File: src/rtl/gmii_tx_scheduler.sv
// rtl/gmii_tx_scheduler.sv - two-requester GMII transmit scheduler with preamble, IPG and abort
module gmii_tx_scheduler #(
   parameter int PREAMBLE_LEN = 7,
   parameter int IPG_CYCLES   = 12,
   parameter int MAX_BYTES    = 1518
) (
   input  logic       GTX_CLK,
   input  logic       mr_main_reset,
   input  logic       req0_valid,
   input  logic [7:0] req0_data,
   input  logic       req0_last,
   output logic       req0_ready,
   input  logic       req1_valid,
   input  logic [7:0] req1_data,
   input  logic       req1_last,
   output logic       req1_ready,
   output logic [7:0] TXD,
   output logic       TX_EN,
   output logic       TX_ER,
   output logic [1:0] grant,
   output logic       busy
);

   typedef enum logic [2:0] {
      ST_IDLE,
      ST_PREAMBLE,
      ST_SFD,
      ST_DATA,
      ST_IPG
   } state_t;

   localparam logic [7:0]  PRE_LEN_B  = 8'(PREAMBLE_LEN);
   localparam logic [7:0]  IPG_LAST_B = 8'(IPG_CYCLES - 1);
   localparam logic [15:0] MAX_B      = 16'(MAX_BYTES);

   state_t      state_q, state_d;
   logic [7:0]  txd_q, txd_d;
   logic        tx_en_q, tx_en_d;
   logic        tx_er_q, tx_er_d;
   logic [1:0]  grant_q, grant_d;
   logic        last_q, last_d;
   logic [7:0]  cnt_q, cnt_d;
   logic [15:0] bytecnt_q, bytecnt_d;
   logic        abort_q, abort_d;

   logic        pick;
   logic        sel_valid;
   logic [7:0]  sel_data;
   logic        sel_last;
   logic [7:0]  cnt_inc;
   logic [15:0] bytecnt_inc;

   assign sel_valid   = grant_q[1] ? req1_valid : req0_valid;
   assign sel_data    = grant_q[1] ? req1_data  : req0_data;
   assign sel_last    = grant_q[1] ? req1_last  : req0_last;
   assign cnt_inc     = cnt_q + 8'd1;
   assign bytecnt_inc = bytecnt_q + 16'd1;

   // A pending abort withholds ready so the offending byte is not consumed
   assign req0_ready = (state_q == ST_DATA) && grant_q[0] && !abort_q;
   assign req1_ready = (state_q == ST_DATA) && grant_q[1] && !abort_q;
   assign TXD        = txd_q;
   assign TX_EN      = tx_en_q;
   assign TX_ER      = tx_er_q;
   assign grant      = grant_q;
   assign busy       = (state_q != ST_IDLE);

   // Next-state and next-output computation for the frame sequencer
   always_comb begin
      state_d   = state_q;
      txd_d     = txd_q;
      tx_en_d   = tx_en_q;
      tx_er_d   = tx_er_q;
      grant_d   = grant_q;
      last_d    = last_q;
      cnt_d     = cnt_q;
      bytecnt_d = bytecnt_q;
      abort_d   = abort_q;
      pick      = 1'b0;
      case (state_q)
         ST_IDLE: begin
            txd_d   = 8'h00;
            tx_en_d = 1'b0;
            tx_er_d = 1'b0;
            grant_d = 2'b00;
            if (req0_valid || req1_valid) begin
               // On a tie, the requester not served last wins
               pick      = (req0_valid && req1_valid) ? ~last_q : req1_valid;
               grant_d   = pick ? 2'b10 : 2'b01;
               last_d    = pick;
               txd_d     = 8'h55;
               tx_en_d   = 1'b1;
               cnt_d     = 8'd1;
               bytecnt_d = 16'd0;
               abort_d   = 1'b0;
               state_d   = (PRE_LEN_B == 8'd1) ? ST_SFD : ST_PREAMBLE;
            end
         end
         ST_PREAMBLE: begin
            // SFD state covers the final preamble byte so D5 leads straight into data
            txd_d = 8'h55;
            cnt_d = cnt_inc;
            if (cnt_inc == PRE_LEN_B) begin
               state_d = ST_SFD;
            end
         end
         ST_SFD: begin
            txd_d   = 8'hD5;
            cnt_d   = 8'd0;
            state_d = ST_DATA;
         end
         ST_DATA: begin
            if (abort_q || !sel_valid) begin
               txd_d   = 8'h00;
               tx_en_d = 1'b1;
               tx_er_d = 1'b1;
               abort_d = 1'b0;
               cnt_d   = 8'd0;
               state_d = ST_IPG;
            end else begin
               txd_d     = sel_data;
               tx_en_d   = 1'b1;
               tx_er_d   = 1'b0;
               bytecnt_d = bytecnt_inc;
               if (sel_last) begin
                  cnt_d   = 8'd0;
                  state_d = ST_IPG;
               end else if (bytecnt_inc == MAX_B) begin
                  abort_d = 1'b1;
               end
            end
         end
         ST_IPG: begin
            txd_d   = 8'h00;
            tx_en_d = 1'b0;
            tx_er_d = 1'b0;
            grant_d = 2'b00;
            if (cnt_q == IPG_LAST_B) begin
               cnt_d   = 8'd0;
               state_d = ST_IDLE;
            end else begin
               cnt_d = cnt_inc;
            end
         end
         default: begin
            state_d = ST_IDLE;
         end
      endcase
   end

   // State and registered GMII outputs; async reset truncates any frame silently
   always_ff @(posedge GTX_CLK or negedge mr_main_reset) begin
      if (!mr_main_reset) begin
         state_q   <= ST_IDLE;
         txd_q     <= 8'h00;
         tx_en_q   <= 1'b0;
         tx_er_q   <= 1'b0;
         grant_q   <= 2'b00;
         last_q    <= 1'b1;
         cnt_q     <= 8'd0;
         bytecnt_q <= 16'd0;
         abort_q   <= 1'b0;
      end else begin
         state_q   <= state_d;
         txd_q     <= txd_d;
         tx_en_q   <= tx_en_d;
         tx_er_q   <= tx_er_d;
         grant_q   <= grant_d;
         last_q    <= last_d;
         cnt_q     <= cnt_d;
         bytecnt_q <= bytecnt_d;
         abort_q   <= abort_d;
      end
   end

endmodule

File: config.mk
export PLATFORM = sky130hd
export DESIGN_NAME = gmii_tx_scheduler
export DESIGN_NICKNAME = d
export VERILOG_FILES = /design/src/rtl/gmii_tx_scheduler.sv
export SDC_FILE = /design/constraint.sdc
export NUM_CORES = 1
export LEC_CHECK = 0
export ABC_AREA = 1
export CORE_MARGIN = 2
export CORE_UTILIZATION = 50
export CTS_BUF_LIST = sky130_fd_sc_hd__clkbuf_8
export CTS_CLUSTER_DIAMETER = 60
export CTS_CLUSTER_SIZE = 8
export DETAILED_ROUTE_END_ITERATION = 6
export PLACE_DENSITY = 0.78
export SLEW_MARGIN = 20
export SYNTH_ARGS = -nofsm -noshare
export SYNTH_HDL_FRONTEND = slang
export SYNTH_SLANG_ARGS = --single-unit
File: constraint.sdc
create_clock -name GTX_CLK -period 3.55 [get_ports GTX_CLK]
set_input_delay 0.8875 -clock GTX_CLK [delete_from_list [all_inputs] [get_ports GTX_CLK]]
set_output_delay 0.8875 -clock GTX_CLK [all_outputs]
set_load 0.01 [all_outputs]
==> run metrics <==
Root Buffer=clkbuf_8; final core occ=62.2%; Final Wtd Congestion=around 0.83; hold-fix buffers at CTS=0; largest family of logic cells by synthesized area=simple AND/OR/NAND/NOR gates; measured slew at the worst slew-check pin=a little over 0.9 ns; reg-to-reg endpoint=TXD[7]; CP startpoint kind=flop; area of placed instances=2810 um2; H-tree depth=2; CTS Buf Count=5; Clock Latency Late Sink=roughly 0.3 ns; sequential fraction of design power=38.5%; TNS Setup=0 ns; maxcap violations=0; r2r startpoint=grant[1]; dpl hpwl=4100 um; Finished Cell Area=2920 um2; FFs w/ async S/R, synth=100%; Main synth FF type=dfrtp_1; non-filler instance count after layout=422; Mean Syn Cell Area=7.37 um2; placed insts=414; Iter 0 DRT Violations=197; Power per Cell Area=~600 nW/um2; Layout Area Growth over Synthesis=20.7%; Mapped Cells=between 300 and 400; crit path time final=2.74 ns; clock net sink count=41; Total GRT Usage=22.6%; # nets final=393; sw frac=39.5%; most frequent cells in the layout=nand2_1 (103), dfrtp_1 (40), inv_1 (37), nor2_1 (37), clkdlybuf4s50_1 (35); reg2reg path depth=5; FMAX=364 MHz; part of the power in combinational logic=40.2%; setup repair bufs after CTS=0; xor/xnor cell area share of the yosys netlist=approximately 1.8%; I/O pin count=37; total power=between 1.5 and 2 mW; worst-case clock skew=0.00884 ns; post_cts resized=0; Setup WS post-layout=a little over 0.8 ns; die area=5400 um2; internal power=1.05 mW; Core ar.=4690 um2; largest net degree at the start of global routing=42; P_sw=around 690 uW; pre-CTS setup slack=between 0.7 and 0.8 ns; Compound-Gate Fraction of Synth Area=11.1%; status=complete, no violations; Starting Density=51.5%; worst hold-check path type=reg2reg; GRT overflow=0; Worst slew margin=about two fifths; Endpoint, Worst Hold=last_q; post-synthesis simple-gate area fraction=about a third; Yosys reg bits=41; Avg Vias per Cell=5.37; reg-to-reg slack, setup=between 1.5 and 2 ns; fin crit share=between 70% and 80%; clock slew at reported path FFs=0.08 ns; Synth Area in Adders=2.07%; Hold Fails Final Rpt=0; number of diodes=0; Seq/Total Area, Yosys=around 43%; antenna violations before repair=0; Worst Hold Margin=0.466 ns; setup repair after global routing missed its margin=no; Crit Path Category=reg2out; Routed WL=5560 um; pins over their slew limit=0; Routed Antenna Nets=0; EDFF count, synth=0; First-pass DRT Iterations=4; yosys warns=0; Die Y-Extent=73.5 um; row cnt=25; vias in the first global route=approximately 2200; # DRC=0; Die Width=73.5 um; CTS tree=built; Netlist Area Pre-Place=2420 um2; share of cells above drive strength 1=7.07%; Max clock buf depth=2; first-pass GRT wire length=9530 um; vias post-DR=2265; crit end category=output port; Hold Startpoint=last_q; VDD IR max=0.213 mV; library cells used by synthesis=32; worst path required time=2.66 ns; hold depth=2; commonest non-fill, non-tap cell in the layout=nand2_1; Setup-failing EPs final=0; mux contribution to synthesized area=approximately 1.2%; syn_nets=354; wire length per cell=roughly 13 um; leakage power=about 1.3 nW; Clk network pwr share=about a fifth; critical path arrival=1.86 ns; Worst Path Max Fanout=13; PortBufs=36
cells by family (layout without fill, tap and decap cells):
logic type | Yosys count | in the layout
AO/OA/AOI/OAI | 45 | 45
XOR/XNOR | 5 | 5
adder cells (fa/ha/maj) | 4 | 4
buffers and inverters | 43 | 83
flip-flops | 41 | 41
multiplexers | 3 | 3
AND/OR/NAND/NOR | 187 | 187
worst max-delay path by stage:
stage,to,depth (start not counted),startpoint,slack (ns)
4_1_cts,req1_ready,3,grant[1],0.78
5_1_grt,req1_ready,3,grant[1],0.73
3_5_place_dp,TXD[7],7,req1_valid,0.73
2_1_floorplan,state_q[0],8,req0_valid,1.61
3_3_place_gp,TXD[7],7,req1_valid,0.78
6_report,req1_ready,3,grant[1],0.81
Yosys cell counts, types with 3 or more instances:
master / number / area [um2]
o21ai_2: 5 / 43.8
nand2_1: 103 / 387
dfrtp_1: 40 / 1000
nor2_4: 4 / 45.0
nor3_1: 4 / 20.0
o22ai_1: 9 / 56.3
o21ai_0: 18 / 90.1
nor2_2: 3 / 18.8
inv_1: 36 / 135
nand4_1: 7 / 43.8
nor2_1: 37 / 139
mux2i_1: 3 / 30.0
inv_2: 3 / 11.3
ha_1: 4 / 50.1
a21oi_1: 7 / 35.0
xor2_1: 4 / 35.0
nand3_1: 26 / 130
power by group through the flow:
stage	clock (mW)	combinational (mW)	sequential, mW
2_1_floorplan	0	0.454	0.672
6_report	0.370	0.698	0.670
3_3_place_gp	0	0.686	0.673
4_1_cts	0.381	0.702	0.670
5_1_grt	0.397	0.788	0.688
3_5_place_dp	0	0.702	0.679
final cells by class:
class / instances / area, um2
clock buffer: 5 / 68.8
timing repair buffer: 36 / 355
inverter: 39 / 146
fill: 428 / 1780
sequential: 41 / 1030
tap: 54 / 67.6
multi-input combinational: 244 / 1210
clock inverter: 3 / 38.8
routing by layer:
metal  track usage (%)  share of wire, %  vias up
met5                 0                 0        -
met4              5.66              0.90        0
met3              4.80               5.3        5
met2              37.4                48       61
met1              30.1                46     1054
li1                  -                 -     1145
sequential cells by signal, summed over array words and instances, names as in the netlist:
| name | flops |
|---|---|
| cnt_q | 8 |
| bytecnt_q | 16 |
| TX_ER | 1 |
| TX_EN | 1 |
| abort_q | 1 |
| grant | 2 |
| last_q | 1 |
| TXD | 8 |
| state_q | 3 |
worst max-delay path: stages (launching register included):
cell             delay (ns)
dfrtp_1                0.64
inv_2                  0.16
nor3_1                 0.21
clkdlybuf4s50_1        0.56
Power figures use the tool's default switching activity.
==> variant (config.mk and constraints unchanged) <==
Make the reset (`mr_main_reset`) synchronous in one clocked block. Comments in the files are not updated.
--- a/src/rtl/gmii_tx_scheduler.sv
+++ b/src/rtl/gmii_tx_scheduler.sv
@@ -149,7 +149,7 @@
    end
 
    // State and registered GMII outputs; async reset truncates any frame silently
-   always_ff @(posedge GTX_CLK or negedge mr_main_reset) begin
+   always_ff @(posedge GTX_CLK) begin
       if (!mr_main_reset) begin
          state_q   <= ST_IDLE;
          txd_q     <= 8'h00;
Check against the original RTL: differs if mr_main_reset is asserted again (counterexample within 4 cycles, from zero or initial values and one cycle with mr_main_reset low); with mr_main_reset held inactive, the same outputs for 10 cycles.
==> variant against the unedited design <==
Routed wire length grew 2.4%; first-iteration DRC count is 22% lower; global-route usage rose by 0.26 points; count of clock-buffer cells in the layout grew 2; core utilization rose by 0.43 points; sequential cell count unchanged; setup slack got worse by 0.091 ns; design area rose by 0.69%; die area rose by 0.63%; synthesized cell count grew 18%; area after synthesis is 0.67% higher; critical endpoint unchanged; largest cell class unchanged; highest routed layer unchanged.
Power is not compared: it rests on default switching activity, and its combinational part moved more than twofold at a synthesized area within 25%.
==> variant: results (changes against the unedited design) <==
Power
  – P_leak: 1.14 nW
  – Peak VDD IR: 0.223 mV
  – Psw: 0.331 mW

Synthesis
  – Seq/Total Area, Yosys: 33.7% (-8.8 points)
  – Synth unique cells: 28 (-13%)
  – Primary FF master, synth: dfxtp_1
  – Syn nets: 414 (+17%)
  – Synthesis warning total: 0 (unchanged)
  – Main area contributors after synthesis: dfxtp_1, nand2_1, inv_1
  – Synth cell count leaders: nand2_1, inv_1, dfxtp_1, nor2_1, a21oi_1
  – FFs w/ async S/R, synth: 0% (-100 points)

Setup path
  – CP top delay family: buffers and inverters
  – CP endpoint: req1_ready
  – Reg2reg setup slack: 1.65 ns (+0.10 ns)
  – Max FO, Critical Path: 13 (unchanged)
  – CP peak stage delay: 0.65 ns
  – FF-to-FF path depth: 8 (+3)
  – Worst Path Arrival: 1.95 ns (+0.09 ns)
  – Critical R2R Capture: cnt_q[7]
  – CP max-delay cell: dfxtp_1
  – Critical path origin: grant[1]

CTS
  – TritonCTS Buffers: 5 (unchanged)
  – Post_cts resized: 0 (unchanged)
  – Clock Path Buffers: 2 (unchanged)
  – H-tree depth: 2 (unchanged)
  – Worst-Skew Late Latency: 0.30 ns (about the same)
  – CTS clk-pin slew, worst paths: 0.08 ns (about the same)
  – Root Buffer: clkbuf_8
  – Post-CTS Setup Repair Bufs: 0 (unchanged)

Layout
  – Final #Nets: 451 (+15%)
  – Biggest register: bytecnt_q
  – Fillers: 454 (+6.1%)
  – Max FFs per register: 16 (unchanged)
  – Layout cells sized above 1: 8.69% (+1.6 points)
  – Diode count: 0 (unchanged)

Place
  – Placer congestion estimate: 0.951 (+15%)
  – Placed wire-length estimate: 4.23 mm (+3.3%)
  – Port bufs: 36 (unchanged)

Run status
  – Outcome: complete, no violations

Global route
  – Global-route wire length before repair: 9.85 mm (+3.3%)
  – Largest net degree at the start of global routing: 18 (-57%)
  – Vias in the first global route: 2,329 (+7.0%)
  – Initial antenna violation count: 0 (unchanged)
  – Global router's overall resource usage: 22.8% (+0.26 points)

Routing
  – Vias per cell: 5.24 (-2.4%)
  – DR WL/cell: 11.9 µm (-10%)
  – Drt pass-1 iters: 4 (unchanged)
  – Violation count after the first detailed-route iteration: 153 (-22%)

Timing
  – Worst Skew: 0.00535 ns (-0.00349 ns)
  – Slew at the pin with the worst max-slew slack: 0.652 ns (-0.276 ns)

Min path
  – Worst Hold Class: flip-flop to flip-flop
  – Min-delay src: cnt_q[5]
==> variant: final cells by class <==
| class | count | share of cell area [%] |
|---|---|---|
| timing repair buffer | 38 | 12.8 |
| clock buffer | 7 | 3.28 |
| inverter | 55 | 7.03 |
| tap | 54 | 2.30 |
| sequential | 41 | 28.0 |
| clock inverter | 1 | 0.170 |
| multi-input combinational | 284 | 46.5 |
==> variant: power groups by stage <==
stage	combinational, mW	sequential [mW]	clock (mW)
2_1_floorplan	0.143	0.525	0
3_3_place_gp	0.239	0.525	0
3_5_place_dp	0.239	0.525	0
4_1_cts	0.241	0.515	0.352
5_1_grt	0.272	0.520	0.365
6_report	0.239	0.515	0.344
==> variant: worst min-delay path by stage <==
stage,to,slack (ns),cells after the start
after floorplan,last_q,0.43,2
after global placement,cnt_q[5],0.45,2
after detailed placement,cnt_q[5],0.45,2
after CTS,cnt_q[5],0.46,2
after global routing,cnt_q[5],0.48,2
final,cnt_q[5],0.47,2
==> variant: kinds of logic after synthesis <==
kind of cell / after synthesis / share of synthesized area (%)
and+or+nand+nor: 215 / 38.5
DFF: 41 / 33.7
buffers and inverters: 63 / 10.1
muxes: 5 / 2.06
AOI/OAI and AO/OA: 59 / 13.1
xor gates and xnor gates: 1 / 0.360
adders and majority gates: 4 / 2.06
==> variant: through the flow <==
stage	std cells	worst slack (ns)	power [mW]	instance area [µm²]	util [%]
final	480	0.714	1.10	2940	62.6
after global routing	480	0.596	1.16	2940	62.6
after CTS	480	0.724	1.11	2940	62.6
after detailed placement	472	0.872	0.764	2840	60.4
after global placement	472	0.975	0.764	2840	60.4
after floorplan	388	1.65	0.668	2430	-
==> variant: worst register-to-register path, cell delays in order, from the launching register on <==
cell and delay [ns]:
dfxtp_1 0.65, o21ai_0 0.27, nor2_4 0.27, nand2_1 0.12, nand2_1 0.10, nor2_1 0.07, inv_2 0.16, nand2_1 0.07
a21oi_1 0.13
==> variant: per-layer routing <==
metal  track usage, %  wire (µm)  up-vias
met1             28.9       2630     1139
li1                 -          -     1304
met4             7.68         84        0
met2             38.2       2660       63
met5                0          0        -
met3             4.94        314        9
